===== config.mk =====
export PLATFORM = sky130hd
export DESIGN_NAME = ifft_4_stream
export DESIGN_NICKNAME = d
export VERILOG_FILES = /design/src/rtl/ifft_4_stream.sv
export SDC_FILE = /design/constraint.sdc
export NUM_CORES = 1
export LEC_CHECK = 0
export ABC_AREA = 1
export BUFFER_PORTS_ARGS = -buffer_cell sky130_fd_sc_hd__buf_2
export CAP_MARGIN = 30
export CORE_MARGIN = 4
export CORE_UTILIZATION = 50
export CTS_BUF_LIST = sky130_fd_sc_hd__clkbuf_4 sky130_fd_sc_hd__clkbuf_8 sky130_fd_sc_hd__clkbuf_16
export DETAILED_ROUTE_END_ITERATION = 16
export PLACE_DENSITY_LB_ADDON = 0.05
export REMOVE_ABC_BUFFERS = 1
export SYNTH_ARGS = -nofsm -noshare
export SYNTH_HDL_FRONTEND = slang
export SYNTH_SLANG_ARGS = --single-unit

===== constraint.sdc =====
create_clock -name clk -period 8.47 [get_ports clk]
set_clock_uncertainty 0.2 [all_clocks]
set_input_delay 0.847 -clock clk [delete_from_list [all_inputs] [get_ports clk]]
set_output_delay 0.847 -clock clk [all_outputs]
set_load 0.005 [all_outputs]

===== src/rtl/ifft_4_stream.sv =====
// ifft_4_stream
// Streaming 4-point inverse DFT for the OFDM transmit path. One symbol of
// four frequency-domain bins (X0..X3, in arrival order) is collected, run
// through a two-stage radix-4 butterfly and emitted as four time-domain
// samples (n = 0..3). No 1/N scaling is applied here.
//
// Handshake: a transfer happens on any rising edge where valid & ready are
// both high. s_ready and m_valid are decoded from the FSM state alone and
// never look at s_valid or m_ready; data must be held while valid is high
// and ready is low.
//
// Ports:
//   clk      rising-edge clock
//   rst      synchronous active-high reset
//   s_valid  input bin valid
//   s_ready  block accepts an input bin (COLLECT state only)
//   s_re     input bin real part, signed IW bits
//   s_im     input bin imaginary part, signed IW bits
//   m_valid  output sample valid (EMIT state only)
//   m_ready  downstream accepts the output sample
//   m_re     output sample real part, signed OW bits
//   m_im     output sample imaginary part, signed OW bits
//   m_last   marks sample n = 3 of each symbol
module ifft_4_stream #(
  parameter int IW = 8,
  parameter int OW = IW + 2
) (
  input  logic          clk,
  input  logic          rst,
  input  logic          s_valid,
  output logic          s_ready,
  input  logic [IW-1:0] s_re,
  input  logic [IW-1:0] s_im,
  output logic          m_valid,
  input  logic          m_ready,
  output logic [OW-1:0] m_re,
  output logic [OW-1:0] m_im,
  output logic          m_last
);

  typedef enum logic [1:0] {
    COLLECT = 2'd0,
    STAGE1  = 2'd1,
    STAGE2  = 2'd2,
    EMIT    = 2'd3
  } state_t;

  state_t state, state_nxt;

  logic [1:0] in_cnt;
  logic [1:0] out_cnt;
  logic       in_xfer;
  logic       out_xfer;

  // Captured bins: slot 0 = A = X0 ... slot 3 = D = X3.
  logic signed [IW-1:0] slot_re [4];
  logic signed [IW-1:0] slot_im [4];

  // First butterfly stage, one bit of growth.
  logic signed [IW:0] s_ac_re, s_ac_im, s_bd_re, s_bd_im;
  logic signed [IW:0] d_ac_re, d_ac_im, d_bd_re, d_bd_im;

  // Final results, two bits of growth: full precision, cannot overflow.
  logic signed [IW+1:0] x_re [4];
  logic signed [IW+1:0] x_im [4];

  assign s_ready  = (state == COLLECT);
  assign m_valid  = (state == EMIT);
  assign in_xfer  = s_valid & s_ready;
  assign out_xfer = m_valid & m_ready;

  // ---------------------------------------------------------------- FSM
  always_ff @(posedge clk) begin
    if (rst) state <= COLLECT;
    else     state <= state_nxt;
  end

  always_comb begin
    state_nxt = state;
    case (state)
      COLLECT: if (in_xfer && in_cnt == 2'd3) state_nxt = STAGE1;
      STAGE1:  state_nxt = STAGE2;
      STAGE2:  state_nxt = EMIT;
      EMIT:    if (out_xfer && out_cnt == 2'd3) state_nxt = COLLECT;
      default: state_nxt = COLLECT;
    endcase
  end

  // ----------------------------------------------------------- counters
  // Both counters are 2 bits wide, so the 3 -> 0 wrap is the natural
  // overflow of the increment.
  always_ff @(posedge clk) begin
    if (rst) begin
      in_cnt  <= 2'd0;
      out_cnt <= 2'd0;
    end else begin
      if (in_xfer) in_cnt <= in_cnt + 2'd1;
      if (state == STAGE2)  out_cnt <= 2'd0;
      else if (out_xfer)    out_cnt <= out_cnt + 2'd1;
    end
  end

  // ------------------------------------------------------------ capture
  always_ff @(posedge clk) begin
    if (rst) begin
      for (int i = 0; i < 4; i++) begin
        slot_re[i] <= '0;
        slot_im[i] <= '0;
      end
    end else if (in_xfer) begin
      slot_re[in_cnt] <= s_re;
      slot_im[in_cnt] <= s_im;
    end
  end

  // ------------------------------------------------------------ stage 1
  always_ff @(posedge clk) begin
    if (rst) begin
      s_ac_re <= '0; s_ac_im <= '0; s_bd_re <= '0; s_bd_im <= '0;
      d_ac_re <= '0; d_ac_im <= '0; d_bd_re <= '0; d_bd_im <= '0;
    end else if (state == STAGE1) begin
      s_ac_re <= (IW+1)'(slot_re[0]) + (IW+1)'(slot_re[2]);
      s_ac_im <= (IW+1)'(slot_im[0]) + (IW+1)'(slot_im[2]);
      s_bd_re <= (IW+1)'(slot_re[1]) + (IW+1)'(slot_re[3]);
      s_bd_im <= (IW+1)'(slot_im[1]) + (IW+1)'(slot_im[3]);
      d_ac_re <= (IW+1)'(slot_re[0]) - (IW+1)'(slot_re[2]);
      d_ac_im <= (IW+1)'(slot_im[0]) - (IW+1)'(slot_im[2]);
      d_bd_re <= (IW+1)'(slot_re[1]) - (IW+1)'(slot_re[3]);
      d_bd_im <= (IW+1)'(slot_im[1]) - (IW+1)'(slot_im[3]);
    end
  end

  // ------------------------------------------------------------ stage 2
  // Inverse transform twiddles are +j for n = 1 and -j for n = 3, so the
  // odd outputs combine dAC with dBD rotated by +/-90 degrees.
  always_ff @(posedge clk) begin
    if (rst) begin
      for (int i = 0; i < 4; i++) begin
        x_re[i] <= '0;
        x_im[i] <= '0;
      end
    end else if (state == STAGE2) begin
      x_re[0] <= (IW+2)'(s_ac_re) + (IW+2)'(s_bd_re);
      x_im[0] <= (IW+2)'(s_ac_im) + (IW+2)'(s_bd_im);
      x_re[1] <= (IW+2)'(d_ac_re) - (IW+2)'(d_bd_im);
      x_im[1] <= (IW+2)'(d_ac_im) + (IW+2)'(d_bd_re);
      x_re[2] <= (IW+2)'(s_ac_re) - (IW+2)'(s_bd_re);
      x_im[2] <= (IW+2)'(s_ac_im) - (IW+2)'(s_bd_im);
      x_re[3] <= (IW+2)'(d_ac_re) + (IW+2)'(d_bd_im);
      x_im[3] <= (IW+2)'(d_ac_im) - (IW+2)'(d_bd_re);
    end
  end

  // ------------------------------------------------------------- output
  // Results are signed, so the size cast sign-extends to OW.
  assign m_re   = OW'(x_re[out_cnt]);
  assign m_im   = OW'(x_im[out_cnt]);
  assign m_last = m_valid && (out_cnt == 2'd3);

endmodule


# Word level (Yosys, flattened, before mapping)
# Memories as Yosys holds them, arrays and structs flattened. A register that Yosys moved wholly into a read port is not among the register bits.
# Index checks and enable logic that the tools add are counted.
[word_totals]
register_bits = 78
ramBits = 144
output_inout_bits = 23
wordCells = 87
memories = 4
[classes]
n_addsub = 18
n_eq_ne = 7
mux = 29
bitwise_logic = 10
reduce_logical = 8
[mem_list]
columns = ["memory", "words", "width", "read_ports", "rd_ports_with_merged_regs", "write_ports", "line_no", "rtl"]
rows = [
  ["x_im", 4, 10, 1, 1, 4, "65", "logic signed [IW+1:0] x_im [4];"],
  ["x_re", 4, 10, 1, 1, 4, "64", "logic signed [IW+1:0] x_re [4];"],
  ["slot_im", 4, 8, 4, 0, 4, "57", "logic signed [IW-1:0] slot_im [4];"],
  ["slot_re", 4, 8, 4, 0, 4, "56", "logic signed [IW-1:0] slot_re [4];"],
]
[op_table]
columns = ["op", "n"]
rows = [
  ["$mux W10", 8],
  ["$add A9 B9 Y10", 4],
  ["$sub A9 B9 Y10", 4],
  ["$add A8 B8 Y9", 4],
  ["$sub A8 B8 Y9", 4],
  ["$mux W2", 8],
  ["$mux W8", 2],
  ["$reduce_or A8 Y1", 2],
  ["$mux W1", 10],
  ["$eq A2 B2 Y1 const B", 4],
  ["$or A1 B1 Y1", 8],
  ["$pmux W2 S4", 1],
  ["$add A2 B1 Y2 const B", 2],
  ["$ne A2 B1 Y1 const B", 2],
  ["$logic_and A1 B1 Y1", 3],
  ["$and A1 B1 Y1", 2],
  ["$eq A2 B1 Y1 const B", 1],
  ["$logic_not A2 Y1", 1],
  ["$reduce_and A2 Y1", 1],
  ["$reduce_or A2 Y1", 1],
]

# Logic depth before layout (Yosys ltp)
# Gate-level depths: netlist (run 1).
[logic_depth]
depth_word = 7
mapped_depth = 13
ltp_nobuf = 12

# Worst setup path after synthesis (run 1)
# No wires, ideal clock.
[synth_timing]
path_type = "input to register"
startpoint = "input rst"
endpoint = "memory x_im[0][0] (netlist name) (enable)"
setup_time_ps = 432
arrival_ps = 2569
required_time_ps = 7838
path_slack_ps = 5269
path_stages = 3
path_buffers = 1
path_cell_list = "buf_2 > nor2_1 > inv_1"
[synth_lines]
columns = ["item", "line_no", "rtl"]
rows = [
  ["from (decl)", "29", "input logic rst,"],
  ["to (decl)", "65", ""],
]

==> results.md, run 1 <==
* Run status: finished clean
* CTS tree: done
* DR vias at 12186
* Worst vdd rail ir drop at 189 uV
* Drt drc at 0
* Worst hold path depth at 2
* Asr flop ratio synth at 0
* Reg2reg setup slack at 5.74 ns
* Hold Crit Endpoint: out_cnt[1]
* Worst slew pin tran at 0.983 ns
* Max Used Layer: met4
* Cells on worst reg2reg path at 6
* Core area at 29000 um2
* Hold Buf Count CTS at 0
* P_leak at 0.00819 uW
* Fraction of layout cells with a size suffix above 1 at 0.0625
* RR Endpoint: x_im[2][2]
* Gpl congestion at 0.866
* Total I/O pin count at 43
* Max clock buf depth at 3
* Crit Path Category: flip-flop to output pin
* Diodes inserted at 0
* Post-synth top area cell: edfxtp_1
* Cell Pwr Density at 331 nW/um2
* Worst setup EP type: output pin
* Req. time, crit path at 7.42 ns
* Final setup TNS at 0 ns
* RSZ-0062 raised after global routing: no
* Avg Cell Area, Syn at 7.51 um2
* First-pass GRT wire length at 57800 um
* Largest fanout on the critical path at 39
* Max-slew violations at 0
* Yosys warnings at 0
* Worst setup SP type: flip-flop
* CTS buffer count at 25
* Distinct cells, synth at 37
* Period utilization at 0.395
* Nets at 2159
* Hold Crit Class: flip-flop to flip-flop
* Final setup vio count at 0
* RR Startpoint: state[0]
* Relative slew slack at 0.343
* Pre-Repair DR Iteration Count at 5
* Hold Vio Cnt, Final at 0
* Starting density of the core at 0.512
* Max Clk Rate at 299 MHz
* CTS sink cnt at 216
* WL per Instance at 14.8 um
* Tot Pwr at 5310 uW
* Vias in the first global route at 11090
* Die ar. at 32500 um2
* CTS HTree Levels at 1
* Grt total ovfl at 0
* Antenna Nets Post-Route at 0
* Post-cts sizing count at 0
* Num rows at 62
* Antenna violations before repair at 0
* Chip Height at 180 um
* Vias per cell at 5.11
* First DRT Iteration DRCs at 958
* Cells after synthesis at 1980
* Max Cap Viol at 0
* WL met3 at 1700 um
* Worst skew pair latency at 0.53 ns
* Top-count cell post-synth: nand2_1
* Count of input and output buffers at 42
* Largest cells by area after synthesis: edfxtp_1 28%, ha_1 12%, dfxtp_1 10%
* Min-delay src: out_cnt[1]
* DRT met1 WL at 18200 um
* Share of the synthesized area in the top cell type at 0.283
* Clk root buf: clkbuf_16
* Min cycle time layout at 3.34 ns
* Crit path DAT at 2.30 ns
* Synth-to-Final Area Change at 7.98%
* Post-CTS Setup Bufs at 0
* Number of flops mapped to enable cells by yosys at 140
* Largest net degree at the start of global routing at 89
* Post-DP HPWL at 26700 um
* FF+latch count, synth at 216
* Die width at 180 um
* Final core occ at 0.553
* Mapped Area at 14900 um2
* Total GRT Usage at 0.213
* Final wirelength at 35300 um
* Layout fillers at 2860
* Register area share after synthesis at 0.385
* Ys flop type: edfxtp_1
* Worst-path clk slew at 0.06 ns
* Met2 wire len at 14900 um
* Most frequent cells after synthesis: 395 x nand2_1, 328 x inv_1, 314 x nor2_1
state kept, by name, summed over array words and instances, names as in the netlist, 9 cells and up, named ones only:
signal / flops
x_re: 38
slot_re: 32
s_ac_im: 9
slot_im: 32
d_bd_re: 9
x_im: 38
s_ac_re: 9
d_bd_im: 9
worst max-delay path: stages, from the launching register on:
cell and delay (ns):
dfxtp_1 0.31, buf_4 0.34, inv_1 0.38, buf_8 0.27, o21ai_0 0.19, o22ai_1 0.10
buf_2 0.13
cells by family after synthesis:
logic type               after synthesis  synth area share
flip-flops                           216             0.385
XOR/XNOR                              21            0.0124
buffers and inverters                415             0.112
adder cells (fa/ha/maj)              159             0.142
AO/OA/AOI/OAI                        315             0.114
AND/OR/NAND/NOR                      854             0.234
metrics by stage:
stage / cells / hold slack [ns] / cell area (um2) / worst slack [ns]
5_1_grt: 2383 / 0.328 / 16000 / 4.94
3_3_place_gp: 2335 / 0.281 / 15200 / 5.17
2_1_floorplan: 1902 / 0.257 / 14500 / 4.83
4_1_cts: 2383 / 0.301 / 16000 / 5.08
3_5_place_dp: 2337 / 0.284 / 15300 / 5.07
6_report: 2383 / 0.307 / 16000 / 5.13
how the worst max path moves through the flow:
| stage | end | slack, ns | cells after the start |
|---|---|---|---|
| final | m_re[7] | 5.13 | 6 |
| after global routing | m_re[7] | 4.94 | 6 |
| after CTS | m_re[7] | 5.08 | 6 |
| after detailed placement | x_re[2][4] | 5.07 | 7 |
| after global placement | x_re[3][2] | 5.17 | 7 |
| after floorplan | s_ac_im[1] | 4.83 | 5 |
where the power goes:
| group | switching (uW) | leakage, uW | internal [uW] | total [uW] |
|---|---|---|---|---|
| logic | 1730 | 0.00571 | 851 | 2580 |
| clock network | 436 | 0.000396 | 616 | 1050 |
| registers | 223 | 0.00209 | 1460 | 1680 |
cells in the final DEF (no fill, tap or decap), types with 2 or more instances in the layout:
cell type	instances
fa_1	16
o21a_1	8
inv_1	327
o22ai_1	18
xor2_1	15
a21oi_2	7
clkbuf_4	9
inv_4	2
ha_1	142
nand3b_1	5
clkbuf_16	25
nor2_1	314
a31oi_1	2
nand2_4	2
o211ai_1	5
nand2_1	395
clkinv_1	4
nor3_1	5
o21bai_1	10
inv_2	9
nand2_2	3
or2_1	3
xnor2_1	6
buf_4	7
o21ai_1	3
nor3b_1	2
a21o_1	3
clkinvlp_4	2
dfxtp_1	76
a21oi_1	145
buf_2	42
edfxtp_1	140
o21ai_0	113
nand3_2	7
nand3_1	116
cell type report:
| cell class | count | area (um2) | share of cell area |
|---|---|---|---|
| inverter | 337 | 1270 | 0.0790 |
| tap | 384 | 480 | 0.0299 |
| clock buffer | 35 | 707 | 0.0440 |
| timing repair buffer | 51 | 305 | 0.0190 |
| multi-input combinational | 1349 | 7470 | 0.466 |
| clock inverter | 11 | 91.3 | 0.00569 |
| sequential | 216 | 5730 | 0.357 |
metal layers:
layer	up-vias	global-route usage
met3	40	0.0230
li1	6289	-
met5	-	0
met4	0	0.0402
met1	5553	0.332
met2	304	0.323
No activity file was read; power rests on OpenSTA's default activity.
==> run 2: changes to the inputs <==
==> constraint.sdc (replaced) <==
create_clock -name clk -period 2.7 [get_ports clk]
set_clock_uncertainty 0.2 [all_clocks]
set_input_delay 0.27 -clock clk [delete_from_list [all_inputs] [get_ports clk]]
set_output_delay 0.27 -clock clk [all_outputs]
set_load 0.005 [all_outputs]
==> run 2 against run 1 <==
Sequential power rose to 3.1 times the previous value. Non-clock buffer count rose by 29. Clock power rose to 3.2 times the previous value. Largest cell class unchanged.
==> results.md, run 2 (same netlist as run 1, synthesis figures left out) <==
* Period utilization at 0.847
* Vias in the first global route at 10983 (-0.96%)
* Worst setup EP type: output pin
* Run status: finished clean
* Antenna Nets Post-Route at 0 (unchanged)
* Max-slew violations at 0 (unchanged)
* Tot Pwr at 16600 uW (+210%)
* RSZ-0062 raised after global routing: no
* Diodes inserted at 0 (unchanged)
* First DRT Iteration DRCs at 974 (+1.7%)
* Drt drc at 0 (unchanged)
* Core area at 29000 um2 (unchanged)
* Synth-to-Final Area Change at 9.89%
* Relative slew slack at 0.601 (+0.258)
* Die width at 180 um (unchanged)
* Chip Height at 180 um (unchanged)
* Commonest non-fill, non-tap cells in the layout: 395 x nand2_1, 327 x inv_1, 314 x nor2_1
* Total GRT Usage at 0.214 (+0.000832)
* Hold Buf Count CTS at 19 (+19)
* Gpl congestion at 0.879 (+1.5%)
* WL met3 at 1410 um (-17%)
* CTS sink cnt at 216 (unchanged)
* Cell Pwr Density at 1020 nW/um2 (+210%)
* Crit Path Category: flip-flop to output pin
* DRT met1 WL at 18300 um (+0.75%)
* First-pass GRT wire length at 57400 um (-0.78%)
* Crit path DAT at 1.82 ns (-0.48 ns)
* CTS HTree Levels at 1 (unchanged)
* Max Used Layer: met4
* Pre-Repair DR Iteration Count at 5 (unchanged)
* Total I/O pin count at 43 (unchanged)
* Min cycle time layout at 2.29 ns
* Commonest non-fill, non-tap cell in the layout: nand2_1
* Max Clk Rate at 437 MHz
* Clk root buf: clkbuf_16
* Worst vdd rail ir drop at 562 uV (+200%)
* Die ar. at 32500 um2 (unchanged)
* Post-DP HPWL at 27100 um (+1.7%)
* Biggest regs: x_im (38), x_re (38)
* Max Cap Viol at 0 (unchanged)
* Count of input and output buffers at 42 (unchanged)
* Post-CTS Setup Bufs at 0 (unchanged)
* Max clock buf depth at 3 (unchanged)
* WL per Instance at 14.7 um (-0.77%)
* Largest net degree at the start of global routing at 88 (-1.1%)
* Worst skew pair latency at 0.52 ns (about the same)
* Req. time, crit path at 2.23 ns (-5.19 ns)
* P_leak at 0.00832 uW (+1.6%)
* Antenna violations before repair at 0 (unchanged)
* Largest fanout on the critical path at 30 (-23%)
* Final wirelength at 35500 um (+0.40%)
* Hold Slack at 0.321 ns (+0.0139 ns)
* Grt total ovfl at 0 (unchanged)
* Nets at 2188 (+1.3%)
* Worst setup SP type: flip-flop
* Worst slew pin tran at 0.598 ns (-0.385 ns)
* Num rows at 62 (unchanged)
* Post-cts sizing count at 0 (unchanged)
* Starting density of the core at 0.512 (unchanged)
* Worst-path clk slew at 0.06 ns (about the same)
* CTS tree: done
* Hold Vio Cnt, Final at 0 (unchanged)
* Vias per cell at 5.00 (-2.3%)
* Fraction of layout cells with a size suffix above 1 at 0.0676 (+0.00506)
* CTS buffer count at 25 (unchanged)
* Hold Crit Class: flip-flop to flip-flop
* Final setup vio count at 0 (unchanged)
* DR vias at 12050 (-1.1%)
* Met2 wire len at 15200 um (+2.1%)
## run 2: cell type report
class	count	area, um2
Inverter	337	1270
Clock buffer	32	708
Clock inverter	13	111
Tap cell	384	480
Multi-Input combinational cell	1349	7470
Sequential cell	216	5730
Timing Repair Buffer	80	568
Fill cell	2810	12700
## run 2: path summary, 6_finish.rpt
check | startpoint | to | slack, ns | cells after the start
worst max-delay path | flip-flop | m_re[9] | 0.41 | 5
worst min register to register | d_bd_im[2] | d_bd_im[2] | 0.32 | 2
worst min-delay path | d_bd_im[2] | d_bd_im[2] | 0.32 | 2
worst max register to register | state[0] | slot_re[2][7] | 0.49 | 9
## run 2: critical path: stages (launching register included)
cell and delay [ns]:
dfxtp_1 0.31, inv_1 0.19, buf_4 0.33, o21ai_0 0.16, o22ai_1 0.15, buf_2 0.14
## run 2: power breakdown
part / internal [uW] / leakage, uW / switching (uW)
Combinational: 2740 / 0.00583 / 5390
Clock: 1960 / 0.000400 / 1370
Sequential: 4560 / 0.00209 / 624
## run 2: metal layers
| layer | vias up | global-route usage |
|---|---|---|
| li1 | 6340 | - |
| met1 | 5477 | 0.330 |
| met2 | 197 | 0.332 |
| met3 | 36 | 0.0226 |
| met4 | 0 | 0.0339 |
| met5 | - | 0 |
## run 2: through the flow
| step | TNS [ns] | std cells | setup WS [ns] | utilization | instance area [um2] |
|---|---|---|---|---|---|
| after CTS | 0 | 2411 | 0.370 | 0.563 | 16300 |
| after global placement | 0 | 2347 | 0.492 | 0.528 | 15300 |
| after global routing | 0 | 2411 | 0.251 | 0.563 | 16300 |
| after detailed placement | 0 | 2347 | 0.466 | 0.528 | 15300 |
| final | 0 | 2411 | 0.413 | 0.563 | 16300 |
| after floorplan | -41.01 | 1902 | -0.941 | - | 14500 |
==> run 3: changes to the inputs <==
==> constraint.sdc (replaced) <==
create_clock -name clk -period 2 [get_ports clk]
set_clock_uncertainty 0.2 [all_clocks]
set_input_delay 0.2 -clock clk [delete_from_list [all_inputs] [get_ports clk]]
set_output_delay 0.2 -clock clk [all_outputs]
set_load 0.005 [all_outputs]
==> run 3 against run 2 <==
Highest routed layer unchanged. Via count rose by 5.2%. Clock-buffer cell count grew 6. Routed wire length grew 8.9%. The run now ends with setup timing left. Cell count rose by 4.1%. Critical path type unchanged. Critical path depth fell by 1. Worst setup slack worse by 0.42 ns.
==> results.md, run 3 (same netlist as run 1, synthesis figures left out) <==
* Run status: finished with violations
* Failing checks: setup timing
* Die width at 180 um (unchanged)
* Worst setup EP type: output pin
* Starting density of the core at 0.512 (unchanged)
* Worst vdd rail ir drop at 758 uV (+35%)
* Count of input and output buffers at 42 (unchanged)
* Cell Pwr Density at 1420 nW/um2 (+39%)
* Vias in the first global route at 11459 (+4.3%)
* Relative slew slack at 0.680 (+0.0789)
* Max Clk Rate at 499 MHz
* Worst slew pin tran at 0.480 ns (-0.118 ns)
* Largest net degree at the start of global routing at 67 (-24%)
* Core area at 29000 um2 (unchanged)
* Pre-Repair DR Iteration Count at 6 (+1)
* Min cycle time layout at 2.01 ns
* Fraction of layout cells with a size suffix above 1 at 0.189 (+0.121)
* Grt total ovfl at 0 (unchanged)
* Chip Height at 180 um (unchanged)
* Total I/O pin count at 43 (unchanged)
* First-pass GRT wire length at 59600 um (+3.8%)
* Vias per cell at 5.05 (+0.97%)
* Fin cells at 2511 (+4.1%)
* Clk root buf: clkbuf_16
* Worst-path clk slew at 0.06 ns (about the same)
* Diodes inserted at 0 (unchanged)
* Hold Crit Class: flip-flop to flip-flop
* P_leak at 0.00894 uW (+7.5%)
* Final wirelength at 38600 um (+8.9%)
* CTS buffer count at 24 (-4.0%)
* Num rows at 62 (unchanged)
* Max-slew violations at 0 (unchanged)
* Layout fillers at 2685 (-4.4%)
* Hold Vio Cnt, Final at 0 (unchanged)
* Placement Cell Area at 16000 um2 (+4.7%)
* Design Area, Final at 18100 um2 (+11%)
* Nets at 2288 (+4.6%)
* CTS HTree Levels at 1 (unchanged)
* Post-DP HPWL at 28300 um (+4.2%)
* Tot Pwr at 25600 uW (+54%)
* Req. time, crit path at 1.60 ns (-0.63 ns)
* Slowest cell on the critical path: dfxtp_4
* Commonest non-fill, non-tap cells in the layout: 372 x nand2_1, 315 x inv_1, 303 x nor2_1
* Largest fanout on the critical path at 5 (-83%)
* Antenna Nets Post-Route at 0 (unchanged)
* Max Cap Viol at 0 (unchanged)
* WL per Instance at 15.4 um (+4.6%)
* Synth-to-Final Area Change at 21.5%
* Min-delay src: out_cnt[1]
* Crit-path cells: clkbuf_16, o21ai_1, o22ai_1, buf_2
* Reg2reg setup slack at 0.06 ns (-0.43 ns)
* Die ar. at 32500 um2 (unchanged)
* Antenna violations before repair at 0 (unchanged)
* Worst skew pair latency at 0.53 ns (about the same)
* Crit path DAT at 1.61 ns (-0.21 ns)
* CTS tree: done
* Worst setup SP type: flip-flop
* RSZ-0062 raised after global routing: yes
* Worst hold path depth at 2 (unchanged)
* CTS sink cnt at 216 (unchanged)
* Crit Path Category: flip-flop to output pin
* Period utilization at 1.00
* DR vias at 12671 (+5.2%)
* Gpl congestion at 0.873 (-0.66%)
* Final setup vio count at 1 (+1)
* Final setup TNS at -0.00571 ns (-0.00571 ns)
* Total GRT Usage at 0.219 (+0.00542)
* Max clock buf depth at 3 (unchanged)
* RR Startpoint: slot_im[3][1]
* Cells on worst reg2reg path at 9 (unchanged)
* CP max stage delay at 0.45 ns (+0.12 ns)
* Commonest non-fill, non-tap cell in the layout: nand2_1
* Drt drc at 0 (unchanged)
* PnR worst setup slack at -0.00571 ns (-0.419 ns)
* Biggest regs: x_im (38), x_re (38)
* Post-Place Cells at 2431 (+3.6%)
* RR Endpoint: s_bd_im[3]
* First DRT Iteration DRCs at 984 (+1.0%)
run 3: how the worst max path moves through the flow:
stage                             to  cells past startpoint          start
after detailed placement  x_re[2][6]                      9     d_bd_re[0]
final                        m_im[7]                      4      flip-flop
after floorplan           s_ac_im[1]                      5       state[1]
after CTS                    m_re[6]                      5      flip-flop
after global routing      s_bd_im[3]                      9  slot_im[3][1]
after global placement    x_re[2][6]                      9     d_bd_re[0]
run 3: layout make-up:
type                    instances  area, um2  area share
inverters                     337       1280      0.0708
flip-flops and latches        216       5750       0.318
multi-input cells            1349       8170       0.452
clock inverters                 6       78.8     0.00436
clock buffers                  38        766      0.0424
well taps                     384        480      0.0266
repair buffers                181       1540      0.0851
run 3: metal layers:
metal  track usage  wire length, um  vias up
met2         0.330            17000      262
met1         0.348            19200     5813
met5             0                0        -
li1              -                -     6539
met4        0.0390              795        0
met3        0.0200             1670       57
run 3: where the power goes:
group	switching [uW]	internal, uW	leakage, uW
Sequential	911	6180	0.00209
Clock	1790	2880	0.000428
Combinational	8250	5540	0.00642
run 3: repair_timing:
item	CTS	global route
gates resized for setup	30	206
hold buffers	19	0
gates cloned	0	6
buffers inserted	3	8
pin swaps	6	35
endpoints found under the setup margin	37	146
endpoints found under the hold margin	75	0
run 3: worst max-delay path: cells and delay by family, from the launching register on:
family,cells,cell delay [ns]
AOI/OAI and AO/OA,2,0.27
DFF,1,0.45
buffers and inverters,2,0.34
run 3: through the flow:
stage,utilization,worst slack [ns],hold WS [ns]
after floorplan,-,-1.64,0.0785
after global placement,0.553,-0.0554,0.309
after detailed placement,0.553,-0.0935,0.323
after CTS,0.592,-0.0195,0.323
after global routing,0.622,-0.0633,0.339
final,0.622,-0.00571,0.316
